## src/rtl/ifetch_queue_if.sv

```systemverilog
// Instruction-memory request/response channel: ifetch_queue is the master, memory the slave.
interface ifetch_queue_if #(
   parameter int XLEN = 32
);
   logic            req_valid;
   logic            req_ready;
   logic [XLEN-1:0] req_addr;
   logic            resp_valid;
   logic [XLEN-1:0] resp_inst;

   modport master (
      output req_valid, req_addr,
      input  req_ready, resp_valid, resp_inst
   );

   modport slave (
      input  req_valid, req_addr,
      output req_ready, resp_valid, resp_inst
   );
endinterface

```

## src/rtl/ifetch_queue.sv

```systemverilog
// Fetch stage: issues PC requests to instruction memory and buffers in-order responses for decode.
// Optional trace output is compiled in when IFETCH_TRACE_EN is defined.
module ifetch_queue #(
   parameter int DEPTH = 2,
   parameter int XLEN  = 32
) (
   input  logic                 clk,
   input  logic                 rst,
   input  logic [XLEN-1:0]      pc_i,
   output logic                 pc_stall_o,
   input  logic                 br_ctrl_i,
   ifetch_queue_if.master       mem,
   output logic                 id_valid_o,
   output logic [XLEN-1:0]      id_pc_o,
   output logic [XLEN-1:0]      id_inst_o,
   input  logic                 id_ready_i
);
   localparam int CW = $clog2(DEPTH + 1);
   localparam int PW = $clog2(DEPTH);

   logic [XLEN-1:0] q_pc_q   [DEPTH];
   logic [XLEN-1:0] q_inst_q [DEPTH];
   logic [XLEN-1:0] pend_q   [DEPTH];
   logic [PW-1:0]   q_wr_q, q_rd_q, p_wr_q, p_rd_q;
   logic [CW-1:0]   occ_q, occ_d;
   logic [CW-1:0]   inflight_q, inflight_d;
   logic [CW-1:0]   drop_cnt_q, drop_cnt_d;

   logic [CW+1:0]   credit_sum;
   logic            credit, issue, resp_legal, resp_drop, resp_push, pop;

   // Every fetch in flight, being dropped, or buffered holds one queue slot of credit.
   assign credit_sum     = {2'b00, inflight_q} + {2'b00, drop_cnt_q} + {2'b00, occ_q};
   assign credit         = credit_sum < (CW+2)'(DEPTH);
   assign mem.req_valid  = !rst && !br_ctrl_i && credit;
   assign mem.req_addr   = pc_i;
   assign issue          = mem.req_valid && mem.req_ready;
   assign pc_stall_o     = !issue;

   assign resp_legal = mem.resp_valid && (inflight_q != '0 || drop_cnt_q != '0);
   assign resp_drop  = !br_ctrl_i && mem.resp_valid && drop_cnt_q != '0;
   assign resp_push  = !br_ctrl_i && mem.resp_valid && drop_cnt_q == '0 && inflight_q != '0;

   assign id_valid_o = occ_q != '0;
   assign id_pc_o    = q_pc_q[q_rd_q];
   assign id_inst_o  = q_inst_q[q_rd_q];
   assign pop        = id_valid_o && id_ready_i && !br_ctrl_i;

   always_comb begin
      // NOTE: every next-state value gets a default first so no path leaves it unassigned (no latch).
      inflight_d = inflight_q;
      drop_cnt_d = drop_cnt_q;
      occ_d      = occ_q;
      if (br_ctrl_i) begin
         // Everything in flight becomes stale; a response landing this cycle is already one of them.
         inflight_d = '0;
         drop_cnt_d = drop_cnt_q + inflight_q - CW'(resp_legal);
         occ_d      = '0;
      end else begin
         inflight_d = inflight_q + CW'(issue) - CW'(resp_push);
         drop_cnt_d = drop_cnt_q - CW'(resp_drop);
         occ_d      = occ_q + CW'(resp_push) - CW'(pop);
      end
   end

   always_ff @(posedge clk) begin
      if (rst) begin
         inflight_q <= '0;
         drop_cnt_q <= '0;
         occ_q      <= '0;
         q_wr_q     <= '0;
         q_rd_q     <= '0;
         p_wr_q     <= '0;
         p_rd_q     <= '0;
         // NOTE: storage is reset on purpose so id_pc_o/id_inst_o read 0 out of reset.
         for (int i = 0; i < DEPTH; i++) begin
            q_pc_q[i]   <= '0;
            q_inst_q[i] <= '0;
            pend_q[i]   <= '0;
         end
      end else begin
         // NOTE: state uses non-blocking assignments so all registers update from pre-edge values.
         inflight_q <= inflight_d;
         drop_cnt_q <= drop_cnt_d;
         occ_q      <= occ_d;
         if (br_ctrl_i) begin
            q_wr_q <= '0;
            q_rd_q <= '0;
            p_wr_q <= '0;
            p_rd_q <= '0;
         end else begin
            if (issue) begin
               pend_q[p_wr_q] <= pc_i;
               p_wr_q         <= p_wr_q + PW'(1);
            end
            if (resp_push) begin
               q_pc_q[q_wr_q]   <= pend_q[p_rd_q];
               q_inst_q[q_wr_q] <= mem.resp_inst;
               q_wr_q           <= q_wr_q + PW'(1);
               p_rd_q           <= p_rd_q + PW'(1);
            end
            if (pop) begin
               q_rd_q <= q_rd_q + PW'(1);
            end
         end
      end
   end

   always_ff @(posedge clk) begin
      if (!rst && mem.resp_valid) begin
         assert (inflight_q != '0 || drop_cnt_q != '0)
            else $error("ifetch_queue: response with no fetch outstanding");
      end
   end

`ifdef IFETCH_TRACE_EN
   always_ff @(posedge clk) begin
      if (!rst) begin
         if (pop) begin
            $display("-----------------------");
            $display("IF: pc=%h inst=%h", id_pc_o, id_inst_o);
         end
         if (br_ctrl_i) begin
            $display("IF: flush drop=%0d", drop_cnt_d);
         end
      end
   end
`else
   // Trace disabled: no display statements are compiled.
`endif

endmodule
```

## src/flat_wrapper.sv

```systemverilog
// flat-port wrapper written by rule: the top's interface ports become plain ports
module ifetch_queue_flat 
#(
   parameter int DEPTH = 2,
   parameter int XLEN  = 32
)
  (clk, rst, pc_i, pc_stall_o, br_ctrl_i, id_valid_o, id_pc_o, id_inst_o, id_ready_i, mem_req_valid, mem_req_addr, mem_req_ready, mem_resp_valid, mem_resp_inst);
  ifetch_queue_if #(.XLEN(XLEN)) mem_i ();
  input  logic clk;
  input  logic rst;
  input  logic [XLEN-1:0] pc_i;
  output logic pc_stall_o;
  input  logic br_ctrl_i;
  output logic id_valid_o;
  output logic [XLEN-1:0] id_pc_o;
  output logic [XLEN-1:0] id_inst_o;
  input  logic id_ready_i;
  output wire logic [$bits(mem_i.req_valid)-1:0] mem_req_valid;
  output wire logic [$bits(mem_i.req_addr)-1:0] mem_req_addr;
  input wire logic [$bits(mem_i.req_ready)-1:0] mem_req_ready;
  input wire logic [$bits(mem_i.resp_valid)-1:0] mem_resp_valid;
  input wire logic [$bits(mem_i.resp_inst)-1:0] mem_resp_inst;
  assign mem_req_valid = mem_i.req_valid;
  assign mem_req_addr = mem_i.req_addr;
  assign mem_i.req_ready = mem_req_ready;
  assign mem_i.resp_valid = mem_resp_valid;
  assign mem_i.resp_inst = mem_resp_inst;
  ifetch_queue #(.DEPTH(DEPTH), .XLEN(XLEN)) u_core (.clk(clk), .rst(rst), .pc_i(pc_i), .pc_stall_o(pc_stall_o), .br_ctrl_i(br_ctrl_i), .mem(mem_i), .id_valid_o(id_valid_o), .id_pc_o(id_pc_o), .id_inst_o(id_inst_o), .id_ready_i(id_ready_i));
endmodule
```

## config.mk

```make
export PLATFORM = sky130hd
export DESIGN_NAME = ifetch_queue_flat
export DESIGN_NICKNAME = d
export VERILOG_FILES = /design/src/rtl/ifetch_queue_if.sv /design/src/rtl/ifetch_queue.sv /design/src/flat_wrapper.sv
export SDC_FILE = /design/constraint.sdc
export NUM_CORES = 1
export LEC_CHECK = 0
export CAP_MARGIN = 20
export CORE_MARGIN = 2
export CORE_UTILIZATION = 55
export DETAILED_ROUTE_END_ITERATION = 8
export PLACE_DENSITY = 0.84
export SETUP_SLACK_MARGIN = 0.2
export SYNTH_ARGS = -nofsm -noshare
export SYNTH_HDL_FRONTEND = slang
export SYNTH_SLANG_ARGS = --single-unit
```

## constraint.sdc

```tcl
create_clock -name clk -period 14 [get_ports clk]
set_input_delay 2.8 -clock clk [delete_from_list [all_inputs] [get_ports clk]]
set_output_delay 2.8 -clock clk [all_outputs]
set_load 0.03 [all_outputs]
```

======== Word level (Yosys, flattened, before mapping) ========
Memories as Yosys holds them, arrays and structs flattened. A register that Yosys moved wholly into a read port is not among the register bits.
Cells that the tools add are included.
word-level totals
  bits in read-only memories .............. 0
  output and inout bits ................... 99
  bits in registers ....................... 10
  logic and storage cells ................. 72
  memories kept ........................... 3
  RAM bits ................................ 192
  latch bits .............................. 0
operators by class
  magnitude comparators ................... 1
  reductions and logical operators ........ 22
  bitwise gates (word level) .............. 0
  shift operators ......................... 0
  add/sub/neg operators ................... 13
  muxes and demuxes ....................... 26
  div/mod/pow operators ................... 0
  multipliers ............................. 0
  eq/ne operators ......................... 0
memory list
  memory           depth  width  read ports  clocked after memory_dff  wr ports  RTL line            source
  u_core.pend_q    2      32     1           1                         2         ifetch_queue.sv:23  logic [XLEN-1:0] pend_q [DEPTH];
  u_core.q_inst_q  2      32     1           1                         2         ifetch_queue.sv:22  logic [XLEN-1:0] q_inst_q [DEPTH];
  u_core.q_pc_q    2      32     1           1                         2         ifetch_queue.sv:21  logic [XLEN-1:0] q_pc_q [DEPTH];
operators with widths
  cell                   count
  $mux W32               3
  $reduce_or A32 Y1      3
  $mux W1                22
  $logic_and A1 B1 Y1    10
  $sub A2 B1 Y2          4
  $reduce_bool A2 Y1     3
  $add A1 B1 Y1 const B  4
  $add A2 B1 Y2          2
  $add A4 B2 Y4          1
  $lt A4 B2 Y1 const B   1
  $add A2 B2 Y3          1
  $logic_not A1 Y1       3
  $add A2 B2 Y2          1
  $logic_not A2 Y1       1
  $mux W2                1
  $reduce_or A2 Y1       1
  $logic_or A1 B1 Y1     1

======== Longest topological paths before layout ========
  word-level depth ........................ 11
  mapped depth ............................ 11
  depth with buffers taken out ............ 11

======== Worst setup path before layout ========
No wires, ideal clock.
  path kind ............................... input to register
  start point ............................. input br_ctrl_i
  end point ............................... memory u_core.q_inst_q[0][0] (enable)
  required time ........................... 13.501 ns
  stages .................................. 3
  setup slack ............................. 7.111 ns
  path buffers ............................ 0
  arrival time ............................ 6.389 ns
  path through ............................ nand2b_1 -> or4_4 -> o21bai_1
RTL lines
  what             RTL line            source
  start, declared  flat_wrapper.sv:13  input logic br_ctrl_i;
  end, declared    ifetch_queue.sv:22

======== Worst setup path after layout ========
  start point ............................. input rst
  end point ............................... output pc_stall_o
between the ends
  cells in the longest elaborated chain, start to end .. 5
RTL lines
  what                               RTL line            source
  start, declared                    flat_wrapper.sv:10  input logic rst;
  $logic_not A1 Y1                   ifetch_queue.sv:35  assign mem.req_valid = !rst && !br_ctrl_i && credit;
  $logic_and A1 B1 Y1 (2 in series)  ifetch_queue.sv:35
  $logic_and A1 B1 Y1                ifetch_queue.sv:37  assign issue = mem.req_valid && mem.req_ready;
  $logic_not A1 Y1                   ifetch_queue.sv:38  assign pc_stall_o = !issue;
  end, declared                      flat_wrapper.sv:12  output logic pc_stall_o;
Every way passes these cells.

==> results.ini <==
[status]
status = complete, no violations

[floorplan]
pin_count = 169
die_w_um = 132
rows = 46
start_util = 0.566
die_h_um = 132
core-area_sq_um = 15900
die-area_sq_um = 17400

[yosys]
synthTopCellsByCount = edfxtp_1, and2_1, nor2_1
yosysUniqueCellTypes = 32
synth_ff_type = edfxtp_1
yosysSeqAreaShare = 0.666
synth-xor-area-share = 0.00971
synth_compound_area_frac = 0.00652
post-synth-top-count-cell = edfxtp_1
synth_largest_area_cell = edfxtp_1
synth_cells = 636
yosysWarnings = 0
synth.net_count = 718
ys_seq_elements = 204
syn_avg_cell_area_sq_um = 14.2
netlist_area_sq_um = 9020
synth-edff-count = 192
synth-async-reset-ratio = 0
yosysTopAreaCellShare = 0.639
synth-simple-area-share = 0.137
muxShareOfSynthArea = 0.115
synthAdderAreaFrac = 0.0183
synthTopCellsByArea = edfxtp_1, and2_1, mux2_2, mux2i_1, nor2_1
synth_top_family_by_area = simple AND/OR/NAND/NOR gates

[cells_and_area]
synthToLayoutAreaGrowth_pct = 25.2
nets = 854
nFillCells = 1073
drive_above_1_share = 0.144
fin_cells = 1002
n_antenna_cell = 0

[sta]
worst_clock_skew_ns = 0.00751
slew_headroom = 0.321
hold_viol = 0
fin_crit_sh = 0.532
hold_slack_ns = 0.520
rsz0062_at_grt = false
tns_ns = 0
slew_viol_final = 0
max_freq_ghz = 0.134
finalCriticalPeriod_ns = 7.45
tightestPinTransition_ns = 1.02
setup_viol = 0

[drt]
drtIter0Drc = 313
viasPerCell = 5.14
avgRoutedWirePerCell_um = 16.9
postRouteAntennaNets = 0
wl_um = 16900
vias = 5151
drc = 0
drtPass1Iterations = 5

[placement]
gp_congestion = 0.785
place_inst = 964
io_buffers = 168
hpwl_um = 10900

[global_route]
grt_pass1_wl_um = 26700
grt_max_degree = 45
grtUsageTotal = 0.192
grt_pass1_vias = 5409
antenna_found_initial = 0
overflow = 0

[clock_tree]
cts_tree = built
post_cts_buffers = 0
cts.reportedPaths.clkPinSlew_ns = 0.06
cts_root_buffer = clkbuf_16
clock_latency_ns = 0.49
hold_buffers = 0
cts_made_buffers = 21
htree_num_levels = 1
cts-resized-gates = 0
clk_path_buf_depth = 3
cts.sinks = 204

[hold_path]
hold_class = reg -> reg

[setup_path]
cp_max_fo = 12
cp.arrival_ns = 4.65
crit_path_end_kind = output pin
critPathLaunchType = input port
crit_required_ns = 11.20
crit_type = in -> out
rrSetupSlack_ns = 10.14

[flow_run]
maxCapViolCount = 0

[power_and_ir_drop]
vdd_ir_drop_max_mv = 0.0740
p_leak_nw = 4.13
power_density_nw_per_um2 = 115

area by class of cell:
cell class	count	area [sq um]	share of cell area
multi-input cells	357	2620	0.232
well taps	216	270	0.0239
repair buffers	177	1760	0.156
flip-flops and latches	204	6010	0.532
clock buffers	26	544	0.0482
clock inverters	11	55.1	0.00487
inverters	11	41.3	0.00366
layout by cell type (no fill, tap or decap), types with 2 or more instances in the layout:
master	count
clkbuf_1	5
or2_2	4
ha_1	10
clkinv_1	5
buf_4	8
clkdlybuf4s50_1	168
and2_1	130
nor3_2	2
fa_1	2
clkbuf_16	21
edfxtp_1	192
nand2_1	4
clkinv_2	4
dfxtp_1	10
dfxtp_2	2
a21oi_1	2
mux2_2	64
nand3_1	2
a21boi_0	2
inv_1	11
xor2_1	4
xnor2_1	6
nor2_1	81
mux2i_1	32
or3_1	2
per-stage QoR:
stage	cell area, sq um	util	worst slack (ns)	power [W]
6_report	11300	0.708	6.55	0.00130
5_1_grt	11300	0.708	6.44	0.00135
4_1_cts	11300	0.707	6.56	0.00131
3_5_place_dp	10700	0.670	6.55	0.000829
3_3_place_gp	10700	0.670	6.65	0.000825
2_1_floorplan	9020	-	7.11	0.000776
report_power, final:
part / internal, W / switching (W)
clock: 0.000275 / 0.000211
sequential: 0.000691 / 0.00000778
combinational: 0.0000527 / 0.0000649
total: 0.00102 / 0.000284
flip-flops by register name, summed over array words and instances (netlist names), named ones only:
name and flops:
u_core.drop_cnt_q 2, u_core.inflight_q 2, u_core.occ_q 2, u_core.p_rd_q 1, u_core.p_wr_q 1, u_core.pend_q 64
u_core.q_inst_q 64, u_core.q_pc_q 64, u_core.q_rd_q 1, u_core.q_wr_q 1
routing by layer:
metal  wire (um)  up-vias  global-route usage
met3        1010       27              0.0381
met5           0        -                   0
met1        6860     2462               0.237
met4         303        0              0.0525
met2        8720      203               0.345
li1            -     2459                   -
final timing paths:
| kind | from | to | cells past startpoint |
|---|---|---|---|
| max | rst | pc_stall_o | 6 |
| min | u_core.q_rd_q | u_core.q_rd_q | 2 |
| max reg2reg | u_core.drop_cnt_q[0] | u_core.pend_q[0][12] | 9 |
| min reg2reg | u_core.q_rd_q | u_core.q_rd_q | 2 |
logic make-up after synthesis:
family / count (synthesis)
and+or+nand+nor: 230
xor gates and xnor gates: 10
DFF: 204
muxes: 96
AOI/OAI and AO/OA: 9
adders and majority gates: 12
buffers and inverters: 75
worst max-delay path, cell delays in order:
cell and delay [ns]:
clkdlybuf4s50_1 0.61, nor2_1 0.27, nand3_1 0.15, nor2_1 0.17, inv_1 0.06, clkdlybuf4s50_1 0.59
Power figures use the tool's default switching activity.
